$ cat src/rtl/e_fwd_hazard_ctrl.sv
// e_fwd_hazard_ctrl: E-stage operand register with M/W forwarding and Tuse/Tnew stall.
//
// Sits between the D-stage register read and the E-stage ALU/MD inputs. Tracks the
// destination register and remaining latency (Tnew) of the instructions in E, M and W,
// and raises a combinational stall back to F/D when a D-stage source cannot be served
// in time. A stall loads a bubble into E.
//
// Ports:
//   clk, reset          clock (rising edge) and asynchronous active-low reset
//   D_*                 D-stage instruction fields and GRF read data
//   M_fwd_data          forward data published by M (ALU result or PC+8)
//   W_fwd_data          forward data published by W (final write-back data)
//   stall               hold PC and D register (combinational)
//   E_valid             E holds a real instruction
//   E_rs_val, E_rt_val  forwarded E operands (combinational from state + M/W data)
//   E/M/W_wr_addr       tracked destinations
//   E_tnew, M_tnew      tracked remaining latency
//   stall_cnt           saturating count of stall cycles (only with STALL_CNT_EN)
//
// Optional feature: define STALL_CNT_EN to add the stall_cnt port and counter.

module e_fwd_hazard_ctrl #(
  parameter int unsigned ADDR_W = 5,
  parameter int unsigned DATA_W = 32
) (
  input  logic              clk,
  input  logic              reset,
  input  logic              D_valid,
  input  logic [ADDR_W-1:0] D_rs_addr,
  input  logic [ADDR_W-1:0] D_rt_addr,
  input  logic [DATA_W-1:0] D_rs_data,
  input  logic [DATA_W-1:0] D_rt_data,
  input  logic [ADDR_W-1:0] D_wr_addr,
  input  logic [1:0]        D_tnew,
  input  logic [1:0]        D_tuse_rs,
  input  logic [1:0]        D_tuse_rt,
  input  logic [DATA_W-1:0] M_fwd_data,
  input  logic [DATA_W-1:0] W_fwd_data,
  output logic              stall,
  output logic              E_valid,
  output logic [DATA_W-1:0] E_rs_val,
  output logic [DATA_W-1:0] E_rt_val,
  output logic [ADDR_W-1:0] E_wr_addr,
  output logic [ADDR_W-1:0] M_wr_addr,
  output logic [ADDR_W-1:0] W_wr_addr,
  output logic [1:0]        E_tnew,
  output logic [1:0]        M_tnew
`ifdef STALL_CNT_EN
  ,
  output logic [31:0]       stall_cnt
`endif
);

  // Tracked state
  logic              e_valid_q;
  logic [ADDR_W-1:0] e_rs_addr_q, e_rt_addr_q;
  logic [DATA_W-1:0] e_rs_q, e_rt_q;
  logic [ADDR_W-1:0] e_wr_addr_q, m_wr_addr_q, w_wr_addr_q;
  logic [1:0]        e_tnew_q, m_tnew_q;

  // M only forwards once its result exists (Tnew 0); M beats W because it is younger.
  function automatic logic [DATA_W-1:0] fwd_sel(
    input logic [ADDR_W-1:0] a,
    input logic [DATA_W-1:0] held,
    input logic [ADDR_W-1:0] m_wr,
    input logic [1:0]        m_tnew,
    input logic [DATA_W-1:0] m_data,
    input logic [ADDR_W-1:0] w_wr,
    input logic [DATA_W-1:0] w_data
  );
    logic [DATA_W-1:0] r;
    r = held;
    if (a != '0 && m_wr == a && m_tnew == 2'd0) begin
      r = m_data;
    end else if (a != '0 && w_wr == a) begin
      r = w_data;
    end
    return r;
  endfunction

  // Hazard detection; W never stalls since its data is always ready.
  logic stall_rs, stall_rt;

  always_comb begin
    stall_rs = D_valid && (D_rs_addr != '0) &&
               (((e_wr_addr_q == D_rs_addr) && (e_tnew_q > D_tuse_rs)) ||
                ((m_wr_addr_q == D_rs_addr) && (m_tnew_q > D_tuse_rs)));
    stall_rt = D_valid && (D_rt_addr != '0) &&
               (((e_wr_addr_q == D_rt_addr) && (e_tnew_q > D_tuse_rt)) ||
                ((m_wr_addr_q == D_rt_addr) && (m_tnew_q > D_tuse_rt)));
  end

  assign stall = stall_rs | stall_rt;

  // Forwarded values for the E operands and for the D operands being loaded this cycle.
  logic [DATA_W-1:0] e_rs_fwd, e_rt_fwd, d_rs_fwd, d_rt_fwd;

  always_comb begin
    e_rs_fwd = fwd_sel(e_rs_addr_q, e_rs_q, m_wr_addr_q, m_tnew_q, M_fwd_data,
                       w_wr_addr_q, W_fwd_data);
    e_rt_fwd = fwd_sel(e_rt_addr_q, e_rt_q, m_wr_addr_q, m_tnew_q, M_fwd_data,
                       w_wr_addr_q, W_fwd_data);
    d_rs_fwd = fwd_sel(D_rs_addr, D_rs_data, m_wr_addr_q, m_tnew_q, M_fwd_data,
                       w_wr_addr_q, W_fwd_data);
    d_rt_fwd = fwd_sel(D_rt_addr, D_rt_data, m_wr_addr_q, m_tnew_q, M_fwd_data,
                       w_wr_addr_q, W_fwd_data);
  end

  always_ff @(posedge clk or negedge reset) begin
    if (!reset) begin
      e_valid_q   <= 1'b0;
      e_rs_addr_q <= '0;
      e_rt_addr_q <= '0;
      e_rs_q      <= '0;
      e_rt_q      <= '0;
      e_wr_addr_q <= '0;
      e_tnew_q    <= 2'd0;
      m_wr_addr_q <= '0;
      m_tnew_q    <= 2'd0;
      w_wr_addr_q <= '0;
    end else begin
      if (stall) begin
        // Bubble: zeroed source addresses keep the bubble's operands out of forwarding.
        e_valid_q   <= 1'b0;
        e_rs_addr_q <= '0;
        e_rt_addr_q <= '0;
        e_rs_q      <= '0;
        e_rt_q      <= '0;
        e_wr_addr_q <= '0;
        e_tnew_q    <= 2'd0;
      end else begin
        e_valid_q   <= D_valid;
        e_rs_addr_q <= D_rs_addr;
        e_rt_addr_q <= D_rt_addr;
        e_rs_q      <= d_rs_fwd;
        e_rt_q      <= d_rt_fwd;
        e_wr_addr_q <= D_wr_addr;
        e_tnew_q    <= D_tnew;
      end
      m_wr_addr_q <= e_wr_addr_q;
      m_tnew_q    <= (e_tnew_q == 2'd0) ? 2'd0 : e_tnew_q - 2'd1;
      w_wr_addr_q <= m_wr_addr_q;
    end
  end

`ifdef STALL_CNT_EN
  logic [31:0] stall_cnt_q;

  always_ff @(posedge clk or negedge reset) begin
    if (!reset) begin
      stall_cnt_q <= '0;
    end else if (stall && (stall_cnt_q != '1)) begin
      stall_cnt_q <= stall_cnt_q + 32'd1;
    end
  end

  assign stall_cnt = stall_cnt_q;
`endif

  assign E_valid   = e_valid_q;
  assign E_rs_val  = e_rs_fwd;
  assign E_rt_val  = e_rt_fwd;
  assign E_wr_addr = e_wr_addr_q;
  assign M_wr_addr = m_wr_addr_q;
  assign W_wr_addr = w_wr_addr_q;
  assign E_tnew    = e_tnew_q;
  assign M_tnew    = m_tnew_q;

endmodule

$ cat config.mk
export PLATFORM = sky130hd
export DESIGN_NAME = e_fwd_hazard_ctrl
export DESIGN_NICKNAME = d
export VERILOG_FILES = /design/src/rtl/e_fwd_hazard_ctrl.sv
export SDC_FILE = /design/constraint.sdc
export NUM_CORES = 1
export LEC_CHECK = 0
export ABC_AREA = 1
export CAP_MARGIN = 0
export CORE_ASPECT_RATIO = 0.5
export CORE_UTILIZATION = 65
export CTS_CLUSTER_DIAMETER = 30
export CTS_CLUSTER_SIZE = 14
export DETAILED_ROUTE_END_ITERATION = 12
export DONT_BUFFER_PORTS = 1
export PLACE_DENSITY_LB_ADDON = 0.05
export SLEW_MARGIN = 20
export SYNTH_ARGS = -nofsm -noshare
export SYNTH_HDL_FRONTEND = slang
export SYNTH_SLANG_ARGS = --single-unit
$ cat constraint.sdc
create_clock -name clk -period 2.1 [get_ports clk]
set_input_delay 0.21 -clock clk [delete_from_list [all_inputs] [get_ports clk]]
set_output_delay 0.21 -clock clk [all_outputs]
set_load 0.02 [all_outputs]
## Yosys cells after proc, flatten, opt, wreduce, memory -nomap -nowiden

Index checks and enable logic that the tools add are counted.

- Register bits: 94
- Output and inout bits: 85
- Word-level logic and storage cells: 70

- Add/sub/neg operators: 1
- Order comparisons: 4
- Equality and inequality tests: 10
- Muxes and demuxes: 16
- Bitwise logic cells: 1
- Reduce and logical (&&, ||, !) cells: 28

Operators by type and width:

| kind | number |
|---|---|
| $mux W32 | 10 |
| $eq A5 B5 Y1 | 10 |
| $logic_and A1 B1 Y1 | 20 |
| $reduce_bool A5 Y1 | 4 |
| $mux W5 | 3 |
| $gt A2 B2 Y1 | 4 |
| $logic_not A2 Y1 | 2 |
| $mux W2 | 2 |
| $logic_or A1 B1 Y1 | 2 |
| $sub A2 B1 Y2 const B | 1 |
| $mux W1 | 1 |
| $or A1 B1 Y1 | 1 |

## Logic depth before layout (Yosys ltp)

Gate-level depths: netlist (run 1).

- Depth after elaboration: 6
- Gate-level depth with buffers: 13
- Depth with buffers taken out: 11

## Worst setup path after synthesis (run 1)

OpenSTA, ideal clock, no wires.

- Path type: register to output
- From: register e_tnew_q[1] (netlist: E_tnew[1])
- To: output stall
- Data arrival time: 1585 ps
- Required time: 1890 ps
- Slack: 305 ps
- Stages on the path, launching flop included: 12
- Path buffers: 2
- Cells stage by stage: dfrtp_1 > ha_1 > inv_1 > o21bai_1 > nand3_1 > nor2_1 > nand2_1 > nand2_1 > nand2_1 > nand2_1 > buf_6 > buf_6

- Word-level cells in the longest chain between the ends: 5
- Elaborated cells between the ends (all ways): 9
- Those cells by class: 2 x order compare; 1 x bitwise; 6 x reduce/logical

Ends and longest elaborated chain:

| what | line | RTL |
|---|---|---|
| start: declaration | 59 | `logic [1:0] e_tnew_q, m_tnew_q;` |
| start signal: assignment | 138 | `e_tnew_q <= D_tnew;` |
| $gt A2 B2 Y1 (on tied branches) | 86, 89 |  |
| $logic_and A1 B1 Y1 (on tied branches) | 86, 89 |  |
| $logic_or A1 B1 Y1 (on tied branches) | 86, 89 |  |
| $logic_and A1 B1 Y1 (on tied branches) | 85, 88 |  |
| $or A1 B1 Y1 (*) | 93 | `assign stall = stall_rs \| stall_rt;` |
| end: declaration | 39 | `output logic stall,` |

Mark *: on every way between the ends. The rest lies on a longest branch, timed or not.

## Worst setup path after layout (run 1)

- From: register e_rs_addr_q[3]
- To: output E_rs_val[8]

- Word-level cells in the longest chain between the ends: 4
- Elaborated cells between the ends (all ways): 8
- Those cells by class: 2 x eq/ne; 2 x mux; 4 x reduce/logical

Ends and longest elaborated chain:

| what | line | RTL |
|---|---|---|
| start: declaration | 56 | `logic [ADDR_W-1:0] e_rs_addr_q, e_rt_addr_q;` |
| start signal: assignment | 133 | `e_rs_addr_q <= D_rs_addr;` |
| $eq A5 B5 Y1 (tied with other cells) | 75 | `end else if (a != '0 && w_wr == a) begin` |
| $logic_and A1 B1 Y1 (on tied branches) | 75, 73 |  |
| $mux W32 / $logic_and A1 B1 Y1 (equally long branches) | 75, 73 |  |
| $mux W32 (*) | 73 | `if (a != '0 && m_wr == a && m_tnew == 2'd0) begin` |
| end: declaration | 41 | `output logic [DATA_W-1:0] E_rs_val,` |

Marks and branches as above.

==> out/qor.yml, run 1 <==
syn_nets: 1397
async_flop_share: 1.000
cts_buffers: 9
arrival_ns: 2.10
hold_path.class: "in2async"
rsz0062_at_grt: "true"
synthDistinctLibCells: 31
grt_max_degree: 95
wl_um: 30490
power.density_nw_per_um2: 625.0
utilization: 0.8851
synth_cells: 1237
required_ns: 1.89
fp-row-count: 27
nFillCells: 574
initialDrtViolationCount: 1289
stdcell_area_um2: 9867
p_leak_nw: 5.424
layout-drive-gt1-share: 0.2702
timing.hold.ws_ns: -0.4606
clkLatencyLatePin_ns: 0.36
area_growth_pct: 30.50
final-hold-violation-count: 95
synth_edf_count: 0
io_pins: 237
ys_seq_area_frac: 0.3111
rrSetupSlack_ns: -0.03
startpoint_type: "flip-flop"
grt_pass1_vias: 8411
fp.dieH_um: 78.27
finalSetupViolCount: 68
endpoint_kind: "primary output"
antenna_found_initial: 0
grt_util_all_layers: 0.4528
cts_tree: "built"
ctsHoldBuffers: 9
fmax_mhz: 433.7
grt_pass1_wl_um: 41980
nets: 1432
yosys.area.top_type: "dfrtp_1"
wire_per_inst_um: 21.44
drv_cap: 0
yosys.area.top_type_share: 0.3111
vdd_ir_drop_max_mv: 0.5533
tightest_slew_ns: 0.4463
status: "finished, violations left"
cts-root-buf: "clkbuf_16"
viasPerCell: 6.343
syn_avg_cell_area_um2: 6.112
fin_setup_tns_ns: -6.372
relSlewSlack: 0.7025
drc: 0
overflow: 0
dieArea_um2: 12090
violations: "negative hold slack, negative setup slack"
gp_congestion: 0.9848
ant_nets: 0
finalWorstSetupSlack_ns: -0.2060
drv_slew: 0
critical_path_class: "reg2out"
die_w_um: 154.5
cp_max_fo: 18
ys_ff_latch: 94
path_clk_slew_ns: 0.07
placed_cell_area_um2: 7751
drt_pass1_iterations: 6
syn_area_um2: 7561
cts.sinks: 94
yosys_warnings: 0
cts_buffer_depth: 2
cts-htree-levels: 3
fp.coreArea_um2: 11150
start_util: 0.6782
vias: 9020
antenna_cells: 0
synth_ff_type: "dfrtp_1"
fin_crit_ns: 2.306
finalCritPeriodShare: 1.098
io_buffers: 0
synth_area_leaders: "dfrtp_1, nand2_1, nand3_1"
finClkSkew_ns: 0.009945
hpwl_um: 17640
power breakdown:
part	total, mW	leakage (nW)	switching [mW]	internal [mW]
clock	1.87	0.163	0.782	1.09
combinational	2.20	4.16	1.44	0.764
sequential	2.10	1.10	0.116	1.98
total	6.17	5.42	2.33	3.83
stage by stage:
step / hold WS (ns) / setup slack [ns] / cells / power (mW)
3_5_place_dp: -0.08432 / 0.1262 / 1356 / 3.676
5_1_grt: -0.4686 / -0.2595 / 1422 / 6.351
3_3_place_gp: -0.08418 / 0.1512 / 1356 / 3.639
6_report: -0.4606 / -0.2060 / 1422 / 6.167
4_1_cts: -0.4575 / -0.04737 / 1409 / 5.829
2_1_floorplan: -0.08559 / 0.3048 / 1237 / 3.341
cell usage after synthesis, drive strengths merged, types with 2 or more instances:
cell type and count:
a21oi 2, buf 67, clkbuf 6, dfrtp 94
ha 8, inv 155, nand2 548, nand3 168
nand4 7, nor2 110, nor3 4, o21ai 33
o21bai 2, o22ai 2, xnor2 18, xor2 9
worst max-delay path: stages, from the launching register on:
cell and delay, ns:
dfrtp_1 0.43, xnor2_2 0.18, nand2_1 0.12, nor2_4 0.17, nand2_4 0.12, buf_16 0.19
o21ai_1 0.25, nand2_2 0.14, nand2_4 0.12
cell families after synthesis:
group	synth area share
AND/OR/NAND/NOR	0.4676
buffers and inverters	0.1469
flip-flops	0.3111
AO/OA/AOI/OAI	0.02979
XOR/XNOR	0.03128
adder cells (fa/ha/maj)	0.01324
registers in the layout (all words and copies together) (netlist names):
name / cells
e_rt_q: 32
e_rs_q: 32
E_valid: 1
E_tnew: 2
e_rt_addr_q: 5
E_wr_addr: 5
M_tnew: 2
W_wr_addr: 5
M_wr_addr: 5
e_rs_addr_q: 5
timing repair:
| action | 4_1_cts | 5_1_grt |
|---|---|---|
| cloned | 7 | 5 |
| endpoints found under the hold margin | 103 | 94 |
| setup endpoints to repair | 65 | 136 |
| gates resized for setup | 214 | 107 |
| pin swaps | 42 | 59 |
| setup buffers | 21 | 8 |
final cells by class:
type | instances | area [um^2] | share of cell area
clock buffers | 10 | 239.0 | 0.02422
clock inverters | 6 | 91.34 | 0.009257
inverters | 155 | 594.3 | 0.06023
multi-input cells | 916 | 5162 | 0.5232
flip-flops and latches | 94 | 2361 | 0.2393
well taps | 145 | 181.4 | 0.01839
repair buffers | 96 | 1237 | 0.1254
final timing paths:
kind,to,cells after the start,startpoint
max in group asynchronous,e_rt_q[14],0,reset
min in group clk,e_rs_addr_q[0],2,D_rs_addr[0]
hold reg to reg,W_wr_addr[1],0,M_wr_addr[1]
setup reg to reg,e_rt_q[29],11,W_wr_addr[0]
hold / removal,M_wr_addr[1],0,reset
setup / recovery,E_rs_val[8],8,e_rs_addr_q[3]
metal layers:
layer,GRT usage,wire (um),vias to the layer above
met5,0,0,-
met4,0.2178,1579,0
met3,0.1226,4580,191
met2,0.7584,13750,840
met1,0.5470,10580,4167
li1,-,-,3822
cells in the final DEF, fill, tap and decap left out, types with 2 or more instances in the layout:
cell	netlist	layout
nor2_4	4	9
clkbuf_16	0	12
nor2_1	83	78
xnor2_1	18	13
nand2_4	1	60
bufinv_16	0	2
nor3_2	0	2
nand2_2	13	67
dfrtp_1	94	87
xnor2_2	0	4
dfrtp_2	0	7
inv_6	0	2
nand4_1	7	7
o21ai_0	33	7
nand2_1	534	422
ha_1	8	4
xor2_1	9	9
inv_1	141	137
buf_4	6	47
ha_4	0	4
o21ai_2	0	6
bufbuf_16	0	2
dlygate4sd3_1	0	9
o22ai_1	2	2
inv_4	1	5
nand3_2	3	20
nand3_4	0	15
buf_16	0	5
nor2_2	23	23
buf_12	0	20
o21ai_1	0	19
inv_2	13	13
nand3_1	165	133
buf_6	24	9
No activity file was read; power rests on OpenSTA's default activity.
==> run 2, diff against run 1 <==
--- a/config.mk
+++ b/config.mk
@@ -7,7 +7,7 @@
 export LEC_CHECK = 0
 export ABC_AREA = 1
 export CAP_MARGIN = 0
-export CORE_ASPECT_RATIO = 0.5
+export CORE_ASPECT_RATIO = 1.4
 export CORE_UTILIZATION = 65
 export CTS_CLUSTER_DIAMETER = 30
 export CTS_CLUSTER_SIZE = 14
==> out/qor.yml, run 2 (synthesis gave the netlist of run 1 again) <==
layout_commonest_cell: "nand2_1"
area_growth_pct: 28.07
gr-usage-met1: 0.4437
finClkSkew_ns: 0.007626
io_buffers: 0
nets: 1423
drv_cap: 0
fp.dieH_um: 129.6
gr-usage-met2: 0.7314
overflow: 0
p_leak_nw: 5.338
initialDrtViolationCount: 734
finalSetupViolCount: 65
slowest_stage: "dfrtp_1"
rrSetupSlack_ns: 0.03
reg.largest.list: "e_rs_q x32, e_rt_q x32"
antenna_found_initial: 0
final-hold-violation-count: 94
grt_pass1_vias: 8033
placed_cell_area_um2: 7712
fmax_mhz: 436.5
endpoint_kind: "primary output"
start_util: 0.6669
cts.sinks: 94
power.density_nw_per_um2: 631.4
cts-root-buf: "clkbuf_16"
path_clk_slew_ns: 0.07
required_ns: 1.89
hold_path.class: "in2async"
path_cells: "buf_6 > inv_2 > nand2_1 > nand4_1 > buf_4 > nor3_4 > buf_6 > clkbuf_16 > nand2_1 > nand3_1 > nand2_2"
status: "finished, violations left"
tightest_slew_ns: 0.4401
stdcell_area_um2: 9683
fin_crit_ns: 2.291
layout_common_cells: "nand2_1, inv_1, nand3_1"
finalCritPeriodShare: 1.091
cts_tree: "built"
layout-drive-gt1-share: 0.2579
ant_nets: 0
busiest_layer: "met2"
wire_per_inst_um: 19.67
grt_max_degree: 95
viasPerCell: 6.082
cts-htree-levels: 3
pre_cts_slack_ns: 0.1127
cpPeakStageDelay_ns: 0.37
hpwl_um: 16350
vias: 8588
drc: 0
cp_max_fo: 6
reg2reg_from: "M_wr_addr[4]"
rsz0062_at_grt: "true"
utilization: 0.8540
r2r_cells: 9
startpoint_type: "flip-flop"
antenna_cells: 0
grt_util_met3: 0.09977
drv_slew: 0
timing.rr.end: "e_rs_q[12]"
fin_setup_tns_ns: -7.546
ctsHoldBuffers: 12
violations: "negative hold slack, negative setup slack"
dieArea_um2: 12070
grt_util_all_layers: 0.4154
timing.hold.ws_ns: -0.4550
relSlewSlack: 0.7066
wl_um: 27770
arrival_ns: 2.08
vdd_ir_drop_max_mv: 0.4886
grt_pass1_wl_um: 38280
cts_buffers: 9
cts_buffer_depth: 2
critical_path_class: "reg2out"
fp.coreArea_um2: 11340
gp_congestion: 0.8645
clkLatencyLatePin_ns: 0.35
fp-row-count: 46
nFillCells: 714
finalWorstSetupSlack_ns: -0.1910
die_w_um: 93.15
io_pins: 237
drt_pass1_iterations: 8
## run 2: cell types whose count changed in the layout (fill, tap and decap cells not counted), moves of 5 or more
cell / previous run / this run
buf_12: 20 / 15
buf_4: 47 / 42
nand2_1: 422 / 428
nand2_2: 67 / 53
nand2_4: 60 / 67
o21ai_0: 7 / 2
o21ai_1: 19 / 14
o21ai_2: 6 / 17
## run 2: critical path, delay by kind of cell, from the launching register on
| family | cells | cell delay [ns] |
|---|---|---|
| flip-flops | 1 | 0.37 |
| AND/OR/NAND/NOR | 6 | 0.65 |
| buffers and inverters | 5 | 0.70 |
## run 2: how the worst max path moves through the flow
stage                             from            to  slack, ns  cells after the start
final                     W_wr_addr[1]   E_rt_val[0]      -0.19                     11
after CTS                 W_wr_addr[0]  E_rt_val[10]      -0.09                      9
after detailed placement     M_tnew[0]    e_rs_q[20]       0.11                     10
after global placement       M_tnew[0]   E_rt_val[5]       0.18                      8
after floorplan              E_tnew[1]         stall       0.30                     11
after global routing      W_wr_addr[1]   E_rt_val[0]      -0.26                     11
## run 2: layout make-up
type                            count  area (um^2)  share of cell area
Clock inverter                      5        106.4             0.01098
Clock buffer                       11        242.7             0.02507
Multi-Input combinational cell    915         5115              0.5282
Inverter                          155        594.3             0.06138
Sequential cell                    94         2361              0.2438
Tap cell                          144        180.2             0.01861
Timing Repair Buffer               88         1084              0.1119
## run 2: repair_timing
item	CTS	global route
pin swaps	35	55
setup endpoints to repair	65	120
cloned	3	7
setup buffers	12	9
endpoints found under the hold margin	106	94
gates resized for setup	133	198
## run 2: report_power, final
group	switching [mW]	internal (mW)	total (mW)	leakage [nW]
Sequential	0.109	1.98	2.09	1.10
Clock	0.739	1.20	1.94	0.166
Combinational	1.35	0.728	2.08	4.07
## run 2: metrics by stage
| stage | power (mW) | instances |
|---|---|---|
| final | 6.114 | 1412 |
| after CTS | 5.735 | 1398 |
| after detailed placement | 3.640 | 1355 |
| after global routing | 6.333 | 1412 |
| after floorplan | 3.341 | 1237 |
| after global placement | 3.609 | 1355 |
## run 2: routing by layer
layer	part of all wire	up-vias
li1	-	3805
met1	0.33	3947
met2	0.49	648
met3	0.11	188
met4	0.069	0
met5	0	-
==> run 3, diff against run 2 <==
--- a/config.mk
+++ b/config.mk
@@ -7,8 +7,10 @@
 export LEC_CHECK = 0
 export ABC_AREA = 1
 export CAP_MARGIN = 0
+export CELL_PAD_IN_SITES_DETAIL_PLACEMENT = 0
+export CELL_PAD_IN_SITES_GLOBAL_PLACEMENT = 1
 export CORE_ASPECT_RATIO = 1.4
-export CORE_UTILIZATION = 65
+export CORE_UTILIZATION = 44
 export CTS_CLUSTER_DIAMETER = 30
 export CTS_CLUSTER_SIZE = 14
 export DETAILED_ROUTE_END_ITERATION = 12
==> out/qor.yml, run 3 (synthesis gave the netlist of run 1 again) <==
pre_cts_slack_ns: 0.1239
layout_common_cells: "nand2_1, nand3_1, inv_1"
timing.hold.ws_ns: -0.4585
stdcell_area_um2: 9632
placed_cell_area_um2: 7801
critical_path_class: "reg2out"
layout_commonest_cell: "nand2_1"
wl_um: 29630
r2r_cells: 12
grt_util_all_layers: 0.3172
grt_max_degree: 95
hold_path.class: "in2async"
wire_per_inst_um: 20.05
reg.largest.list: "e_rs_q x32, e_rt_q x32"
ant_nets: 0
clkLatencyLatePin_ns: 0.36
path_clk_slew_ns: 0.07
grt_pass1_wl_um: 41920
finClkSkew_ns: 0.004410
layout-drive-gt1-share: 0.2604
timing.rr.end: "E_valid"
ctsHoldBuffers: 11
dieArea_um2: 17720
drt_pass1_iterations: 5
fp.coreArea_um2: 16820
cts_buffers: 9
initialDrtViolationCount: 510
drc: 0
rrSetupSlack_ns: 0.10
fmax_mhz: 461.1
power.density_nw_per_um2: 591.1
p_leak_nw: 5.222
endpoint_kind: "primary output"
gp_congestion: 0.8829
fin_crit_ns: 2.169
area_growth_pct: 27.39
violations: "negative hold slack, negative setup slack"
required_ns: 1.89
antenna_cells: 0
final-hold-violation-count: 94
vdd_ir_drop_max_mv: 0.2656
drv_cap: 0
hpwl_um: 18390
drv_slew: 0
tightest_slew_ns: 0.4483
viasPerCell: 5.368
finalSetupViolCount: 65
cts-root-buf: "clkbuf_16"
rsz0062_at_grt: "true"
status: "finished, violations left"
dpl.cell_count: 1411
arrival_ns: 1.96
fp.dieH_um: 157.1
antenna_found_initial: 0
overflow: 0
start_util: 0.4496
finalCritPeriodShare: 1.033
relSlewSlack: 0.7011
cp_max_fo: 10
nets: 1431
fp-row-count: 56
cts_buffer_depth: 2
cts-htree-levels: 3
cts_tree: "built"
io_pins: 237
vias: 7934
crit_start: "M_tnew[0]"
cts.sinks: 94
startpoint_type: "flip-flop"
reg2reg_from: "E_tnew[1]"
finalWorstSetupSlack_ns: -0.06861
die_w_um: 112.8
grt_pass1_vias: 7689
io_buffers: 0
instances_no_fill: 1478
-- run 3: cell count changes in the layout (fill, tap and decap cells not counted), moves of 4 or more --
cell     delta
o21ai_1     -5
dfrtp_1     -6
dfrtp_2     +6
nand2_2    +32
nand2_4    -33
nor2_4      +4
nor2_2      -5
nand3_1    +23
nand3_2     -6
buf_12      +4
nand3_4    -17
-- run 3: power by group --
group          internal [mW]  switching, mW  total [mW]
Clock                  0.856          0.749        1.61
Sequential              1.98          0.109        2.09
Combinational          0.704           1.29        1.99
-- run 3: worst max-delay path by stage --
stage	endpoint	slack, ns	cells after the start
2_1_floorplan	stall	0.30	11
3_3_place_gp	E_rt_val[31]	0.13	9
3_5_place_dp	E_rt_val[31]	0.12	9
4_1_cts	E_rs_val[1]	-0.05	11
5_1_grt	E_rs_val[30]	-0.14	8
6_report	E_rt_val[29]	-0.07	9
-- run 3: critical path, cell delays in order (launching register included) --
cell,delay [ns]
dfrtp_1,0.42
nor2_4,0.14
buf_4,0.12
nand4_1,0.10
nor3_2,0.14
nand2_2,0.16
inv_6,0.14
clkbuf_16,0.18
nand2_1,0.07
nand2_2,0.12
-- run 3: timing repair --
action | 4_1_cts | 5_1_grt
buffers inserted | 21 | 5
gates cloned | 7 | 9
endpoints found under the setup margin | 65 | 139
gates resized for setup | 164 | 119
pin swaps | 34 | 61
hold endpoints to repair | 105 | 94
-- run 3: area by class of cell --
| class | count | area (um^2) |
|---|---|---|
| clock inverters | 4 | 22.52 |
| inverters | 155 | 604.3 |
| multi-input cells | 915 | 4838 |
| clock buffers | 11 | 252.7 |
| fillers | 1689 | 7184 |
| repair buffers | 96 | 1291 |
| well taps | 203 | 254.0 |
| flip-flops and latches | 94 | 2369 |
-- run 3: metrics by stage --
step | power (mW) | util | setup TNS, ns
after floorplan | 3.341 | - | 0
after global placement | 3.661 | 0.4639 | 0
after detailed placement | 3.674 | 0.4639 | 0
after CTS | 5.529 | 0.5364 | -0.8233
after global routing | 5.961 | 0.5728 | -6.924
final | 5.693 | 0.5728 | -2.660
-- run 3: layer usage --
layer | vias up | global-route usage | part of all wire | wire [um]
met2 | 333 | 0.5797 | 0.51 | 15210
met5 | - | 0 | 0 | 0
met3 | 45 | 0.06970 | 0.074 | 2190
li1 | 3820 | - | - | -
met4 | 0 | 0.1194 | 0.024 | 724
met1 | 3736 | 0.3586 | 0.39 | 11510
